File: src/rtl/color_matrix_pkg.sv
// Shared constants for the colour-matrix converter: pipeline latency,
// configuration address map and BT.601 full-range reset defaults.
package color_matrix_pkg;

  localparam int unsigned LAT = 4;

  localparam logic [3:0] CFG_COEF_LAST = 4'd8;
  localparam logic [3:0] CFG_OFF_FIRST = 4'd9;
  localparam logic [3:0] CFG_OFF_LAST  = 4'd11;

  // Coefficients at FRAC_W = 16, rows Y, Cb, Cr; offsets at DATA_W = 8
  localparam int DEF_COEF [9] = '{ 19595,  38470,   7471,
                                  -11059, -21709,  32768,
                                   32768, -27439,  -5329};
  localparam int DEF_OFF [3] = '{0, 128, 128};

  function automatic longint scale_pow2(input longint v, input int sh);
    if (sh >= 0) return v <<< sh;
    else         return v >>> (-sh);
  endfunction

endpackage

File: src/rtl/delayline.sv
// Fixed-length shift register for side-band signals, synchronously cleared.
module delayline #(
  parameter int unsigned N     = 1,
  parameter int unsigned DELAY = 1
) (
  input  logic         clk,
  input  logic         rst,
  input  logic [N-1:0] din,
  output logic [N-1:0] dout
);

  logic [N-1:0] taps [DELAY];

  always_ff @(posedge clk) begin
    if (rst) begin
      for (int unsigned i = 0; i < DELAY; i++) taps[i] <= '0;
    end else begin
      taps[0] <= din;
      for (int unsigned i = 1; i < DELAY; i++) taps[i] <= taps[i-1];
    end
  end

  assign dout = taps[DELAY-1];

endmodule

File: src/rtl/color_matrix_conv.sv
// 3x3 colour matrix with offsets and clamping, 4-stage pipeline, bypass mode
// and a shadow/active coefficient bank swapped on the vsync rising edge.
module color_matrix_conv
  import color_matrix_pkg::*;
#(
  parameter int DATA_W = 8,
  parameter int COEF_W = 18,
  parameter int FRAC_W = 16
) (
  input  logic                  clk,
  input  logic                  rst,
  input  logic                  hsync_in,
  input  logic                  vsync_in,
  input  logic                  de_in,
  input  logic [3*DATA_W-1:0]   pixel_in,
  input  logic                  mode,
  input  logic                  cfg_we,
  input  logic [3:0]            cfg_addr,
  input  logic [COEF_W-1:0]     cfg_data,
  input  logic                  cfg_commit,
  output logic                  cfg_pending,
  output logic                  hsync_out,
  output logic                  vsync_out,
  output logic                  de_out,
  output logic [3*DATA_W-1:0]   pixel_out
);

  localparam int PIX_W  = 3*DATA_W;
  localparam int OFF_W  = DATA_W + 1;
  localparam int PROD_W = DATA_W + COEF_W + 1;
  localparam int SUM_W  = PROD_W + 2;
  localparam int RES_W  = SUM_W + 1;

  localparam logic signed [SUM_W-1:0] ROUND_C =
    {{(SUM_W-FRAC_W){1'b0}}, 1'b1, {(FRAC_W-1){1'b0}}};
  localparam logic signed [RES_W-1:0] CH_MAX =
    {{(RES_W-DATA_W){1'b0}}, {DATA_W{1'b1}}};

  function automatic logic signed [COEF_W-1:0] def_coef(input int unsigned i);
    return COEF_W'(scale_pow2(longint'(DEF_COEF[i]), FRAC_W - 16));
  endfunction

  function automatic logic signed [OFF_W-1:0] def_off(input int unsigned i);
    return OFF_W'(scale_pow2(longint'(DEF_OFF[i]), DATA_W - 8));
  endfunction

  function automatic logic signed [PROD_W-1:0] mul(input logic [DATA_W-1:0] c,
                                                    input logic signed [COEF_W-1:0] k);
    logic signed [PROD_W-1:0] a;
    logic signed [PROD_W-1:0] b;
    a = PROD_W'({1'b0, c});
    b = PROD_W'(k);
    return a * b;
  endfunction

  // ---------------- configuration banks ----------------
  logic signed [COEF_W-1:0] shadow_coef [9];
  logic signed [COEF_W-1:0] active_coef [9];
  logic signed [OFF_W-1:0]  shadow_off  [3];
  logic signed [OFF_W-1:0]  active_off  [3];
  logic signed [COEF_W-1:0] coef_next   [9];
  logic signed [OFF_W-1:0]  off_next    [3];
  logic                     vsync_prev;
  logic                     transfer;
  logic [1:0]               off_idx;

  assign transfer = vsync_in & ~vsync_prev & (cfg_pending | cfg_commit);

  // S1 samples the bank as it will be after this edge, so the pixel taken on
  // the transfer edge already sees the new coefficients.
  always_comb begin
    off_idx = 2'(cfg_addr - CFG_OFF_FIRST);
    for (int unsigned i = 0; i < 9; i++)
      coef_next[i] = transfer ? shadow_coef[i] : active_coef[i];
    for (int unsigned i = 0; i < 3; i++)
      off_next[i] = transfer ? shadow_off[i] : active_off[i];
  end

  always_ff @(posedge clk) begin
    if (rst) begin
      for (int unsigned i = 0; i < 9; i++) begin
        shadow_coef[i] <= def_coef(i);
        active_coef[i] <= def_coef(i);
      end
      for (int unsigned i = 0; i < 3; i++) begin
        shadow_off[i] <= def_off(i);
        active_off[i] <= def_off(i);
      end
      cfg_pending <= 1'b0;
      vsync_prev  <= 1'b0;
    end else begin
      vsync_prev <= vsync_in;
      if (transfer) begin
        active_coef <= shadow_coef;
        active_off  <= shadow_off;
        cfg_pending <= 1'b0;
      end else if (cfg_commit) begin
        cfg_pending <= 1'b1;
      end
      if (cfg_we) begin
        if (cfg_addr <= CFG_COEF_LAST)
          shadow_coef[cfg_addr] <= cfg_data;
        else if (cfg_addr <= CFG_OFF_LAST)
          shadow_off[off_idx] <= cfg_data[OFF_W-1:0];
      end
    end
  end

  // ---------------- datapath ----------------
  logic [PIX_W-1:0]         pix_s1, pix_s2, pix_s3;
  logic                     mode_s1, mode_s2, mode_s3;
  logic signed [COEF_W-1:0] coef_s1 [9];
  logic signed [OFF_W-1:0]  off_s1 [3];
  logic signed [OFF_W-1:0]  off_s2 [3];
  logic signed [OFF_W-1:0]  off_s3 [3];
  logic signed [PROD_W-1:0] prod_s2 [9];
  logic signed [SUM_W-1:0]  sum_s3 [3];
  logic [PIX_W-1:0]         conv_pix;

  always_ff @(posedge clk) begin
    if (rst) begin
      pix_s1    <= '0;
      pix_s2    <= '0;
      pix_s3    <= '0;
      mode_s1   <= 1'b0;
      mode_s2   <= 1'b0;
      mode_s3   <= 1'b0;
      pixel_out <= '0;
      for (int unsigned i = 0; i < 9; i++) begin
        coef_s1[i] <= '0;
        prod_s2[i] <= '0;
      end
      for (int unsigned i = 0; i < 3; i++) begin
        off_s1[i] <= '0;
        off_s2[i] <= '0;
        off_s3[i] <= '0;
        sum_s3[i] <= '0;
      end
    end else begin
      pix_s1  <= pixel_in;
      mode_s1 <= mode;
      coef_s1 <= coef_next;
      off_s1  <= off_next;

      pix_s2  <= pix_s1;
      mode_s2 <= mode_s1;
      off_s2  <= off_s1;
      for (int unsigned i = 0; i < 9; i++)
        prod_s2[i] <= mul(pix_s1[(2 - i % 3)*DATA_W +: DATA_W], coef_s1[i]);

      pix_s3  <= pix_s2;
      mode_s3 <= mode_s2;
      off_s3  <= off_s2;
      for (int unsigned r = 0; r < 3; r++)
        sum_s3[r] <= SUM_W'(prod_s2[3*r]) + SUM_W'(prod_s2[3*r+1]) + SUM_W'(prod_s2[3*r+2]);

      pixel_out <= mode_s3 ? conv_pix : pix_s3;
    end
  end

  always_comb begin
    logic signed [SUM_W-1:0] rnd;
    logic signed [RES_W-1:0] res;
    conv_pix = '0;
    rnd      = '0;
    res      = '0;
    for (int unsigned r = 0; r < 3; r++) begin
      rnd = (sum_s3[r] + ROUND_C) >>> FRAC_W;
      res = RES_W'(rnd) + RES_W'(off_s3[r]);
      if (res[RES_W-1])
        conv_pix[(2-r)*DATA_W +: DATA_W] = '0;
      else if (res > CH_MAX)
        conv_pix[(2-r)*DATA_W +: DATA_W] = '1;
      else
        conv_pix[(2-r)*DATA_W +: DATA_W] = res[DATA_W-1:0];
    end
  end

  // ---------------- timing alignment ----------------
  logic [2:0] timing_q;

  delayline #(.N(3), .DELAY(LAT)) u_timing (
    .clk  (clk),
    .rst  (rst),
    .din  ({hsync_in, vsync_in, de_in}),
    .dout (timing_q)
  );

  assign hsync_out = timing_q[2];
  assign vsync_out = timing_q[1];
  assign de_out    = timing_q[0];

endmodule
File: config.mk
export PLATFORM = sky130hd
export DESIGN_NAME = color_matrix_conv
export DESIGN_NICKNAME = d
export VERILOG_FILES = /design/src/rtl/color_matrix_pkg.sv /design/src/rtl/delayline.sv /design/src/rtl/color_matrix_conv.sv
export SDC_FILE = /design/constraint.sdc
export NUM_CORES = 2
export LEC_CHECK = 0
export CAP_MARGIN = 5
export CELL_PAD_IN_SITES_DETAIL_PLACEMENT = 1
export CELL_PAD_IN_SITES_GLOBAL_PLACEMENT = 1
export CORE_MARGIN = 4
export CORE_UTILIZATION = 51
export CTS_CLUSTER_DIAMETER = 100
export DETAILED_ROUTE_END_ITERATION = 10
export PLACE_DENSITY_LB_ADDON = 0.1
export SLEW_MARGIN = 20
export SYNTH_ARGS = -nofsm -noshare
export SYNTH_HDL_FRONTEND = slang
export SYNTH_SLANG_ARGS = --single-unit
File: constraint.sdc
create_clock -name clk -period 6.7 [get_ports clk]
set_input_delay 1.005 -clock clk [delete_from_list [all_inputs] [get_ports clk]]
set_output_delay 1.005 -clock clk [all_outputs]
set_load 0.02 [all_outputs]
Yosys cells after proc, flatten, opt, wreduce, memory -nomap -nowiden --
Memories as Yosys holds them, arrays and structs flattened. Cells that the tools add are included.
Cells by class: bitwise logic cells 23, shifts and indexed selects 0, eq/ne operators 0, div/mod/pow operators 0, mux-type cells 44, order comparisons 9, multipliers 9, $add $sub $neg 13, reduce and logical (&&, ||, !) cells 5
Operator list (count):
- multiplier 9 x 18 -> 27 bit | 9
- two-way mux 27 bit | 9
- two-way mux 18 bit | 10
- bitwise mux 162 bit | 1
- adder 28 x 27 -> 29 bit | 3
- adder 29 x 17 -> 29 bit (second input constant) | 3
- two-way mux 29 bit | 3
- adder 27 x 27 -> 28 bit | 3
- demux 18 bit (select 4 bit) | 1
- two-way mux 8 bit | 6
- adder 13 x 9 -> 14 bit | 3
- > comparator 14 x 9 -> 1 bit (second input constant) | 3
- two-way mux 9 bit | 4
- bitwise mux 27 bit | 1
- two-way mux 24 bit | 1
- demux 9 bit (select 2 bit) | 1
- OR 1 bit | 17
- two-way mux 3 bit | 4
- <= comparator 4 bit (second input constant) | 2
- greater-or-equal comparator 5 bit (second input constant) | 1
- < comparator 5 x 1 -> 1 bit (second input constant) | 1
- inverter 4 -> 5 bit | 1
- greater-or-equal comparator 3 bit (second input constant) | 1
- < comparator 3 x 1 -> 1 bit (second input constant) | 1
- 9 further kinds | 14
Word-level totals: bits of input ports 54, flip-flop bits (word level) 722, memories 3, bits in writable memories 342, bits in read-only memories 0, word-level logic and storage cells 157, output and inout bits 28, latch bits 0
Memory list:
- prod_s2 | depth 9, width 27, rd ports 9, clocked after memory_dff 0, write ports 9, line color_matrix_conv.sv:116 | logic signed [PROD_W-1:0] prod_s2 [9];
- sum_s3 | depth 3, width 29, rd ports 3, clocked after memory_dff 0, write ports 3, line color_matrix_conv.sv:117 | logic signed [SUM_W-1:0] sum_s3 [3];
- u_timing.taps | depth 4, width 3, rd ports 4, clocked after memory_dff 0, write ports 4, line delayline.sv:12 | logic [N-1:0] taps [DELAY];

Depth between registers and ports, before layout --
depth in word-level cells 7, mapped depth 23, gate-level depth less buffers 21

By module --
A second synthesis with hierarchy kept.
Second synthesis, totals: cell total of the unflattened synthesis 9025, area total of the unflattened synthesis 81369.3 sq um
By module, submodules not included:
- color_matrix_conv | seq. area each 20159.3 sq um, cells each 9000, instances 1, area each 81002.7 sq um
- delayline | seq. area each 240.2 sq um, cells each 25, instances 1, area each 366.6 sq um

Worst setup path before layout --
OpenSTA, ideal clock, no wires.
path type register to register, from reg pix_s1[9], to mem prod_s2[0][133] (netlist name), path slack 1350 ps, arrival 5219 ps, period minus slack after synthesis 5350 ps, path buffers 2, required time 6569 ps, cell stages (with the launch flop) 22, library setup time 131 ps, cell sequence dfxtp_1 -> clkbuf_1 -> clkbuf_1 -> nand2_1 -> fa_1 -> inv_1 -> fa_1 -> inv_1 -> fa_1 -> fa_1 -> inv_1 -> ha_1 -> a21o_1 -> a21oi_1 -> nor2b_1 -> or4_1 -> o221ai_2 -> o21ai_2 -> a21o_1 -> a21o_1 -> a311o_1 -> nor3b_1
RTL lines:
- start: declaration | line color_matrix_conv.sv:110 | logic [PIX_W-1:0] pix_s1, pix_s2, pix_s3;
- start signal: assignment | line color_matrix_conv.sv:140 | pix_s1 <= pixel_in;
- end: declaration | line color_matrix_conv.sv:116

==> flow_metrics.env <==
export IMPL_gr_total_overflow=0
export IMPL_period_needed_ns=5.837
export IMPL_p_leak_nw=43.57
export IMPL_insertion_delay_ns=0.76
export IMPL_grt_max_degree=172
export IMPL_design_area_um2=87970
export IMPL_finalSetupViolations=0
export IMPL_grt_pass1_vias=65635
export IMPL_r2r_slack_ns=0.86
export IMPL_cap_violations=0
export IMPL_ys_ff_latch=1018
export IMPL_io_pins=82
export IMPL_ys_warn_count=0
export IMPL_area_growth_pct=8.400
export IMPL_hold_class="flip-flop to flip-flop"
export IMPL_required_ns=7.31
export IMPL_die_area_um2=165600
export IMPL_track_usage=0.2969
export IMPL_antenna_left=0
export IMPL_row_count=146
export IMPL_clk_pin_slew_worst_paths_ns=0.06
export IMPL_yosysSeqAreaShare=0.2511
export IMPL_placed_area_um2=84080
export IMPL_final_layout_size_suffix_gt1_frac=0.04031
export IMPL_yosysUniqueCellTypes=80
export IMPL_postCtsSetupRepairBufs=0
export IMPL_final_cell_mix="inv_1 (1593), nand2_1 (1391), fa_1 (1107)"
export IMPL_syn_area_um2=81150
export IMPL_gp_congestion=0.8728
export IMPL_viasPerCell=5.335
export IMPL_synthArstFlopShare=0
export IMPL_crit_path_end_kind="flip-flop"
export IMPL_cts_max_level=3
export IMPL_drtPass1Iterations=5
export IMPL_drt_iter0_drc=3327
export IMPL_finalSetupTns_ns=0
export IMPL_p_total_mw=17.91
export IMPL_dpl_cell_count=10943
export IMPL_netlist_instances=9045
export IMPL_wl_per_cell_um=21.60
export IMPL_cts_buffers=114
export IMPL_antenna_found_initial=29
export IMPL_peakVddDrop_v=0.0002211
export IMPL_status="complete, no violations"
export IMPL_ys_dominant_reg_cell="dfxtp_1"
export IMPL_cp_max_fo=37
export IMPL_die_h_um=406.9
export IMPL_finalHoldViolations=0
export IMPL_cts_tree="built"
export IMPL_crit_type="flip-flop to flip-flop"
export IMPL_fin_nets=10762
export IMPL_postSynthAreaPerCell_um2=8.972
export IMPL_cellPowerDensity_nw_per_um2=203.6
export IMPL_final_cells=11165
export IMPL_initial_utilization=0.5130
export IMPL_layout_commonest_cell="inv_1"
export IMPL_slew_headroom=0.2268
export IMPL_min_period_over_period=0.8712
export IMPL_port_buffers=81
export IMPL_cts_resized=0
export IMPL_die_w_um=406.9
export IMPL_hpwl_mm=184.3
export IMPL_fin_skew_ns=0.04422
export IMPL_cts_buffer_depth=3
export IMPL_synth_edf_count=0
export IMPL_cts_root_buf="clkbuf_16"
export IMPL_fillCellCount=18245
export IMPL_crit_path_start_kind="flip-flop"
export IMPL_via_count=59566
export IMPL_grt_setup_unrepaired="false"
export IMPL_core_area_um2=158200
export IMPL_fmax_ghz=0.1713
export IMPL_mappedNetlistNets=10820
export IMPL_wirelength_mm=241.1
export IMPL_postLayoutCoreUtil=0.5561
export IMPL_slew_violations=0
export IMPL_drc_errors=0
export IMPL_grt_pass1_wl_mm=376.9
export IMPL_cts_num_sinks=1018
export IMPL_cts_hold_buf=0
export IMPL_worst_pin_slew_ns=1.159
export IMPL_cp_arrival_ns=6.44
-- cell type report --
type	instances	area, µm²	share of cell area
Tap cell	2072	2592	0.02947
Clock inverter	50	600.6	0.006827
Inverter	1595	5992	0.06811
Multi-Input combinational cell	6090	53580	0.6091
Clock buffer	159	3246	0.03689
Timing Repair Buffer	168	1519	0.01727
Antenna cell	13	32.53	0.0003698
Sequential cell	1018	20410	0.2320
-- worst max-delay path: stages (launching register included) --
cell      delay (ns)
dfxtp_2         0.91
buf_4           0.39
nand2_1         0.12
fa_1            0.52
fa_1            0.55
inv_1           0.05
fa_1            0.47
inv_1           0.05
fa_1            0.47
inv_1           0.04
ha_1            0.31
o21ai_0         0.12
o211ai_1        0.26
nand3b_1        0.13
a31oi_1         0.38
a21oi_1         0.18
o21ai_0         0.36
mux2i_1         0.23
o311ai_0        0.13
-- power by group --
| group | internal (mW) | total, mW | switching [mW] |
|---|---|---|---|
| clock network | 3.71 | 6.37 | 2.67 |
| logic | 1.81 | 4.67 | 2.86 |
| registers | 6.42 | 6.87 | 0.450 |
-- flip-flops by register name, summed over array words and instances, names as in the netlist --
signal,cells
active_off,27
pix_s3,24
shadow_coef,162
off_s3,27
mode_s2,1
pixel_out,24
off_s1,27
cfg_pending,1
active_coef,162
sum_s3,42
u_timing.taps,12
mode_s3,1
pix_s1,24
prod_s2,243
mode_s1,1
pix_s2,24
shadow_off,27
off_s2,27
coef_s1,162
-- per-stage QoR --
step | worst slack (ns) | hold slack (ns)
2_1_floorplan | 1.350 | 0.3991
3_3_place_gp | 1.017 | 0.4118
3_5_place_dp | 0.9077 | 0.4236
4_1_cts | 0.9122 | 0.4387
5_1_grt | 0.5471 | 0.4512
6_report | 0.8628 | 0.4334
-- cell usage after synthesis (11+ instances only) --
master	number	area (µm²)
o21bai_1	29	217.7
o21a_1	41	307.8
nand2b_1	28	175.2
nand2_1	1392	5225
nor3_1	83	415.4
a21oi_1	430	2152
a21o_1	92	690.7
or3_1	27	168.9
mux2i_1	103	1031
a21boi_0	13	97.59
and3_1	29	181.4
dfxtp_1	1018	20380
clkbuf_1	322	1209
nor2b_1	216	1351
nand3_1	143	715.7
nand4_1	24	150.1
and2_1	711	4448
o211ai_1	18	135.1
o21ai_0	109	545.5
xor2_1	92	805.8
nor2_1	405	1520
fa_1	1107	22160
ha_1	614	7682
xnor2_1	174	1524
a221oi_1	11	96.34
buf_1	19	71.32
a211oi_1	19	142.6
a31oi_1	20	125.1
inv_1	1594	5983
-- cells by family (layout without fill, tap and decap cells) --
| group | after synthesis | after routing | synth area share |
|---|---|---|---|
| other | 0 | 13 | 0 |
| XOR/XNOR | 266 | 266 | 0.02871 |
| AND/OR/NAND/NOR | 3110 | 3110 | 0.1817 |
| multiplexers | 107 | 107 | 0.01326 |
| flip-flops | 1018 | 1018 | 0.2511 |
| AO/OA/AOI/OAI | 886 | 886 | 0.06785 |
| adder cells (fa/ha/maj) | 1721 | 1721 | 0.3677 |
| buffers and inverters | 1937 | 1972 | 0.08961 |
-- final timing paths --
kind,from,end,depth (start not counted)
setup / recovery,pix_s1[11],prod_s2[0][214],18
hold / removal,pix_s3[22],pixel_out[22],2
setup reg to reg,pix_s1[11],prod_s2[0][214],18
hold reg to reg,pix_s3[22],pixel_out[22],2
-- metal layers --
layer | global-route usage | vias up | share of wire
met5 | 0 | - | 0.00035
met4 | 0.09245 | 12 | 0.033
met3 | 0.05776 | 352 | 0.057
met2 | 0.4956 | 1185 | 0.47
met1 | 0.3907 | 30482 | 0.44
li1 | - | 27535 | -
Power figures use the tool's default switching activity.
